File: src/rtl/ifmap_multi_fifo_ctrl.sv
// Multi-channel ifmap FIFO controller: each channel drains its FIFO, refills it
// from the GLB through one shared round-robin read port, and reports completion.

module ifmap_ch_fsm #(
  parameter int ADDR_W = 32,
  parameter int CNT_W  = 16
) (
  input  logic              clk,
  input  logic              rst,
  input  logic              clr_i,
  input  logic              start_i,
  input  logic              run_i,
  input  logic [CNT_W-1:0]  pop_num_i,
  input  logic              burst_i,
  input  logic              fifo_full_i,
  input  logic              fifo_empty_i,
  input  logic              push_i,
  input  logic              done_i,
  output logic              req_o,
  output logic              pop_en_o,
  output logic              fin_o,
  output logic [ADDR_W-1:0] read_ptr_o
);
  typedef enum logic [1:0] {S_IDLE, S_POP, S_PUSH, S_FIN} state_e;

  state_e            state_q, state_d;
  logic [CNT_W-1:0]  pop_cnt_q, pop_cnt_d;
  logic [ADDR_W-1:0] ptr_q, ptr_d;

  always_comb begin
    state_d   = state_q;
    pop_cnt_d = pop_cnt_q;
    ptr_d     = ptr_q;
    req_o     = 1'b0;
    pop_en_o  = 1'b0;
    case (state_q)
      S_IDLE: if (start_i) begin
        pop_cnt_d = '0;
        state_d   = run_i ? S_POP : S_FIN;
      end
      S_POP: begin
        pop_en_o = !fifo_empty_i;
        if (!fifo_empty_i) begin
          pop_cnt_d = pop_cnt_q + CNT_W'(1);
          if (pop_cnt_q == pop_num_i - CNT_W'(1)) state_d = S_FIN;
        end else begin
          state_d = S_PUSH;
        end
      end
      S_PUSH: begin
        // Push strobe can only arrive while requesting, i.e. while not full.
        req_o = !fifo_full_i;
        if (push_i) ptr_d = ptr_q + (burst_i ? ADDR_W'(4) : ADDR_W'(1));
        if (fifo_full_i) state_d = S_POP;
      end
      S_FIN: if (done_i) state_d = S_IDLE;
      default: state_d = S_IDLE;
    endcase
  end

  always_ff @(posedge clk) begin
    if (rst || clr_i) begin
      state_q   <= S_IDLE;
      pop_cnt_q <= '0;
      ptr_q     <= '0;
    end else begin
      state_q   <= state_d;
      pop_cnt_q <= pop_cnt_d;
      ptr_q     <= ptr_d;
    end
  end

  assign fin_o      = (state_q == S_FIN);
  assign read_ptr_o = ptr_q;
endmodule

module ifmap_multi_fifo_ctrl #(
  parameter int NUM_CH = 4,
  parameter int DATA_W = 32,
  parameter int ADDR_W = 32,
  parameter int CNT_W  = 16
) (
  input  logic                     clk,
  input  logic                     rst,
  input  logic                     fifo_reset_i,
  input  logic                     start_i,
  input  logic [CNT_W-1:0]         pop_num_i,
  input  logic                     burst_mode_i,
  input  logic [NUM_CH-1:0]        ch_en_i,
  input  logic [NUM_CH*ADDR_W-1:0] base_addr_i,
  input  logic [NUM_CH-1:0]        fifo_full_i,
  input  logic [NUM_CH-1:0]        fifo_empty_i,
  input  logic                     glb_gnt_i,
  input  logic [DATA_W-1:0]        glb_rdata_i,
  output logic                     fifo_reset_o,
  output logic [NUM_CH-1:0]        fifo_push_en_o,
  output logic [NUM_CH-1:0]        fifo_pop_en_o,
  output logic [DATA_W-1:0]        fifo_push_data_o,
  output logic                     fifo_push_mod_o,
  output logic                     glb_read_req_o,
  output logic [ADDR_W-1:0]        glb_read_addr_o,
  output logic                     busy_o,
  output logic                     done_o
);
  localparam int IDX_W = (NUM_CH > 1) ? $clog2(NUM_CH) : 1;

  logic                          busy_q, burst_q;
  logic [CNT_W-1:0]              pop_num_q;
  logic [IDX_W-1:0]              rr_q, sel, idx;
  logic                          accept, req_any, push_any;
  logic [NUM_CH-1:0]             req, fin, push;
  logic [NUM_CH-1:0][ADDR_W-1:0] base, ptr;

  assign accept = start_i && !busy_q && !fifo_reset_i;

  for (genvar c = 0; c < NUM_CH; c++) begin : g_ch
    assign base[c] = base_addr_i[c*ADDR_W +: ADDR_W];
    assign push[c] = push_any && (sel == IDX_W'(c));

    ifmap_ch_fsm #(.ADDR_W(ADDR_W), .CNT_W(CNT_W)) u_ch (
      .clk          (clk),
      .rst          (rst),
      .clr_i        (fifo_reset_i),
      .start_i      (accept),
      .run_i        (ch_en_i[c] && (pop_num_i != '0)),
      .pop_num_i    (pop_num_q),
      .burst_i      (burst_q),
      .fifo_full_i  (fifo_full_i[c]),
      .fifo_empty_i (fifo_empty_i[c]),
      .push_i       (push[c]),
      .done_i       (done_o),
      .req_o        (req[c]),
      .pop_en_o     (fifo_pop_en_o[c]),
      .fin_o        (fin[c]),
      .read_ptr_o   (ptr[c])
    );
  end

  // Round-robin scan begins one past the last granted channel.
  always_comb begin
    sel     = '0;
    req_any = 1'b0;
    idx     = rr_q;
    for (int k = 0; k < NUM_CH; k++) begin
      idx = (idx == IDX_W'(NUM_CH - 1)) ? '0 : idx + IDX_W'(1);
      if (!req_any && req[idx]) begin
        sel     = idx;
        req_any = 1'b1;
      end
    end
  end

  assign push_any         = glb_gnt_i && req_any;
  assign fifo_push_en_o   = push;
  assign fifo_push_data_o = push_any ? glb_rdata_i : '0;
  assign fifo_push_mod_o  = burst_q;
  assign glb_read_req_o   = req_any;
  assign glb_read_addr_o  = base[sel] + ptr[sel];
  assign fifo_reset_o     = fifo_reset_i;
  assign busy_o           = busy_q;
  assign done_o           = busy_q && (&fin) && !fifo_reset_i;

  always_ff @(posedge clk) begin
    if (rst) begin
      busy_q    <= 1'b0;
      burst_q   <= 1'b0;
      pop_num_q <= '0;
      rr_q      <= '0;
    end else if (fifo_reset_i) begin
      busy_q <= 1'b0;
      rr_q   <= '0;
    end else begin
      if (accept) begin
        busy_q    <= 1'b1;
        burst_q   <= burst_mode_i;
        pop_num_q <= pop_num_i;
      end else if (done_o) begin
        busy_q <= 1'b0;
      end
      if (push_any) rr_q <= sel;
    end
  end
endmodule

File: config.mk
export PLATFORM = sky130hd
export DESIGN_NAME = ifmap_multi_fifo_ctrl
export DESIGN_NICKNAME = d
export VERILOG_FILES = /design/src/rtl/ifmap_multi_fifo_ctrl.sv
export SDC_FILE = /design/constraint.sdc
export NUM_CORES = 1
export LEC_CHECK = 0
export CAP_MARGIN = 10
export CORE_MARGIN = 2
export CORE_UTILIZATION = 45
export DETAILED_ROUTE_END_ITERATION = 8
export DONT_BUFFER_PORTS = 1
export GPL_TIMING_DRIVEN = 0
export PLACE_DENSITY_LB_ADDON = 0.05
export SYNTH_ARGS = -nofsm -noshare
export SYNTH_HDL_FRONTEND = slang
export SYNTH_SLANG_ARGS = --single-unit
File: constraint.sdc
create_clock -name clk -period 5.65 [get_ports clk]
set_input_delay 0.8475 -clock clk [delete_from_list [all_inputs] [get_ports clk]]
set_output_delay 0.8475 -clock clk [all_outputs]
set_load 0.02 [all_outputs]
==> results.py <==
metrics = {
    "outcome": {
        "status": "finished, violations left",
        "violations": "setup timing",
    },
    "setup_path": {
        "critical_path.startpoint": "g_ch[2].u_ch.state_q[0]",
        "required_ns": 4.80,
        "r2r-end": "g_ch[2].u_ch.state_q[1]",
        "crit_slowest_cell": "or3b_4",
        "reg2reg_slack_ns": 2.13,
        "crit_type": "reg2out",
        "r2r_cells": 11,
        "critPathCaptureType": "output port",
        "start_kind": "register",
        "cp.arrival_ns": 5.05,
        "worst_path_largest_cell_delay_ns": 0.43,
        "r2r-start": "pop_num_q[0]",
        "cp_max_fo": 7,
        "crit_chain": "or3b_4 -> o221a_4 -> o21ai_4 -> clkbuf_16 -> buf_12 -> clkbuf_8 -> nand2_1 -> and3_1 -> a31oi_2 -> ha_4 -> and3_4 -> and2_1 -> a311oi_2 -> o211ai_1 -> and3_4 -> o21ai_4 -> o21ai_2 -> a211o_1",
    },
    "grt": {
        "grt_pass1_vias": 13900,
        "grt_pass1_wl_um": 83200,
        "grt_max_degree": 14,
        "grt_remaining_overflow": 0,
        "grt_usage": 0.303,
        "antenna_found_initial": 4,
    },
    "detailed_routing": {
        "vias": 15600,
        "route.detailed.drc": 0,
        "firstDrtPassIters": 6,
        "ant_nets": 0,
        "wl_um": 56100,
        "viasPerCell": 6.02,
        "drt-initial-drc-count": 1444,
        "post_drt_wl_per_cell_um": 21.6,
    },
    "worst_hold_path": {
        "hold_class": "in2reg",
        "min_from": "pop_num_i[3]",
        "hold_depth": 2,
        "min_to": "pop_num_q[3]",
    },
    "final_layout": {
        "final_nets": 2376,
        "drive_gt1_frac": 0.132,
        "final_cell_mix": "366 x nand2_1, 217 x dfxtp_1, 214 x nor2_1",
        "area_delta_synth_final_pct": 21.4,
        "final_util": 0.559,
        "mostFrequentLayoutCell": "nand2_1",
    },
    "cts": {
        "clk_latency_ns": 0.54,
        "clock_sinks": 220,
        "clockBufferDepth": 3,
        "h-tree-depth": 1,
        "tritoncts": "built",
        "ctsHoldBuffers": 0,
        "cts_root_buf": "clkbuf_16",
        "cts_buffers": 26,
        "cts.reportedPaths.clkPinSlew_ns": 0.06,
    },
    "floorplan": {
        "dieArea_mm2": 0.0349,
        "initial_core_util": 0.460,
        "coreArea_mm2": 0.0327,
        "die_w_um": 187,
        "chipHeight_um": 187,
        "num_rows": 66,
        "io_pins": 271,
    },
    "logic_synthesis": {
        "syn_inst": 2055,
        "yosysTopAreaCell": "dfxtp_1",
        "postSynthAreaPerCell_um2": 7.32,
        "synthTopCellsByArea": "dfxtp_1 29%, nand2_1 9.2%, xor2_1 6.8%",
        "synth_cell_types": 74,
        "synth_edf_count": 0,
        "synth_warnings": 0,
        "synth-seq-cells": 220,
        "yosysSeqAreaShare": 0.293,
        "async_reset_ff_frac": 0,
        "netlist_area_mm2": 0.0151,
        "synth_flop_cell": "dfxtp_1",
        "syn-num-nets": 2299,
        "synth_top_area_share": 0.293,
    },
    "timing": {
        "layout_min_cycle_time_ns": 5.90,
        "setup-violations-final": 11,
        "worst_pin_slew_ns": 1.23,
        "max_freq_mhz": 170,
        "tns_ns": -1.17,
        "fin_ws_ns": -0.246,
        "rsz0062_at_grt": "true",
        "hold_violations": 0,
        "slew_violations": 0,
        "fin_crit_sh": 1.04,
        "holdWs_ns": 0.450,
        "worst_clock_skew_ns": 0.0234,
        "slew_headroom": 0.179,
    },
    "power_and_ir_drop": {
        "ir_worst_vdd_v": 0.000206,
        "p_per_area_mw_per_mm2": 228,
        "leakage_nw": 6.76,
        "power_w": 0.00417,
    },
    "job": {
        "drv_cap": 0,
    },
    "place": {
        "place_congestion": 0.971,
        "hpwlAfterDp_um": 42400,
        "port_buffers": 0,
    },
}
==> through the flow <==
step           cells  setup WS (ns)  cell area, um^2
6_report        2598         -0.246            18300
5_1_grt         2598         -0.353            18300
4_1_cts         2575         -0.176            17700
3_5_place_dp    2497          -1.85            15600
3_3_place_gp    2497          -1.89            15600
2_1_floorplan   2055        -0.0121            15100
==> power breakdown <==
| part | switching [W] | total, W | internal, W |
|---|---|---|---|
| Sequential | 0.0000105 | 0.00157 | 0.00156 |
| Combinational | 0.000483 | 0.000756 | 0.000273 |
| Clock | 0.000698 | 0.00185 | 0.00115 |
==> how the worst max path moves through the flow <==
stage          cells after the start                  end  slack, ns
3_3_place_gp                      17  glb_read_addr_o[30]      -1.89
5_1_grt                           18  glb_read_addr_o[31]      -0.35
4_1_cts                           18  glb_read_addr_o[31]      -0.18
2_1_floorplan                     17  glb_read_addr_o[31]      -0.01
6_report                          18  glb_read_addr_o[30]      -0.25
3_5_place_dp                      17  glb_read_addr_o[30]      -1.85
==> metal layers <==
layer  up-vias  routed length [um]  GRT usage  part of all wire
met5         -                   0          0                 0
met4         0                1560     0.0784             0.028
met3       108                5030     0.0508             0.090
met2       744               23700      0.454              0.42
met1      7455               25800      0.449              0.46
li1       7331                   -          -                 -
==> synth_stat cells (5+ instances only) <==
| library cell | number |
|---|---|
| nand2_1 | 370 |
| dfxtp_1 | 220 |
| nor2_1 | 216 |
| and3_1 | 121 |
| xor2_1 | 117 |
| a21oi_1 | 114 |
| xnor2_1 | 110 |
| clkbuf_1 | 92 |
| o21ai_0 | 81 |
| a31oi_1 | 72 |
| nand3_1 | 64 |
| or3_1 | 50 |
| ha_1 | 49 |
| nand4_1 | 43 |
| inv_1 | 41 |
| nor3_1 | 34 |
| and4_1 | 21 |
| a211oi_1 | 18 |
| nor4_1 | 18 |
| nor2b_1 | 17 |
| and2_1 | 15 |
| a21o_1 | 13 |
| nand2b_1 | 13 |
| nor3b_1 | 11 |
| buf_1 | 10 |
| buf_4 | 10 |
| mux2i_1 | 9 |
| o211ai_1 | 9 |
| o21bai_1 | 8 |
| o21a_1 | 6 |
| nand3b_1 | 5 |
==> critical path, delay by kind of cell (launching register included) <==
family                   cells  cell delay, ns
AND/OR/NAND/NOR              6            1.33
adder cells (fa/ha/maj)      1            0.25
flip-flops                   1            0.36
AO/OA/AOI/OAI                8            2.09
buffers and inverters        3            0.50
==> what timing repair did <==
| action | CTS | global route |
|---|---|---|
| buffers inserted | 29 | 19 |
| gates cloned | 4 | 1 |
| resized for setup | 210 | 70 |
| endpoints found under the setup margin | 30 | 22 |
| pin swaps | 43 | 41 |
==> layout make-up <==
type / instances / area [um^2]
clock inverter: 9 / 154
tap: 442 / 553
fill: 3204 / 14400
multi-input combinational: 1676 / 10900
antenna: 4 / 10.0
clock buffer: 39 / 791
inverter: 41 / 154
buffer: 114 / 831
sequential: 220 / 4410
timing repair buffer: 53 / 469
==> flip-flops by register name, indices dropped and copies added, names as in the netlist <==
register              cells
rr_q                      2
g_ch.u_ch.state_q         8
g_ch.u_ch.pop_cnt_q      64
pop_num_q                16
g_ch.u_ch.read_ptr_o    128
busy_o                    1
fifo_push_mod_o           1
==> kinds of logic (layout without fill, tap and decap cells) <==
| kind of cell | Yosys count | after routing | synth area share |
|---|---|---|---|
| other | 0 | 4 | 0 |
| multiplexers | 10 | 10 | 0.00673 |
| buffers and inverters | 159 | 256 | 0.0435 |
| AND/OR/NAND/NOR | 1027 | 1027 | 0.333 |
| XOR/XNOR | 230 | 230 | 0.137 |
| flip-flops | 220 | 220 | 0.293 |
| AO/OA/AOI/OAI | 359 | 359 | 0.145 |
| adder cells (fa/ha/maj) | 50 | 50 | 0.0421 |
(Power assumes the default switching activity.)
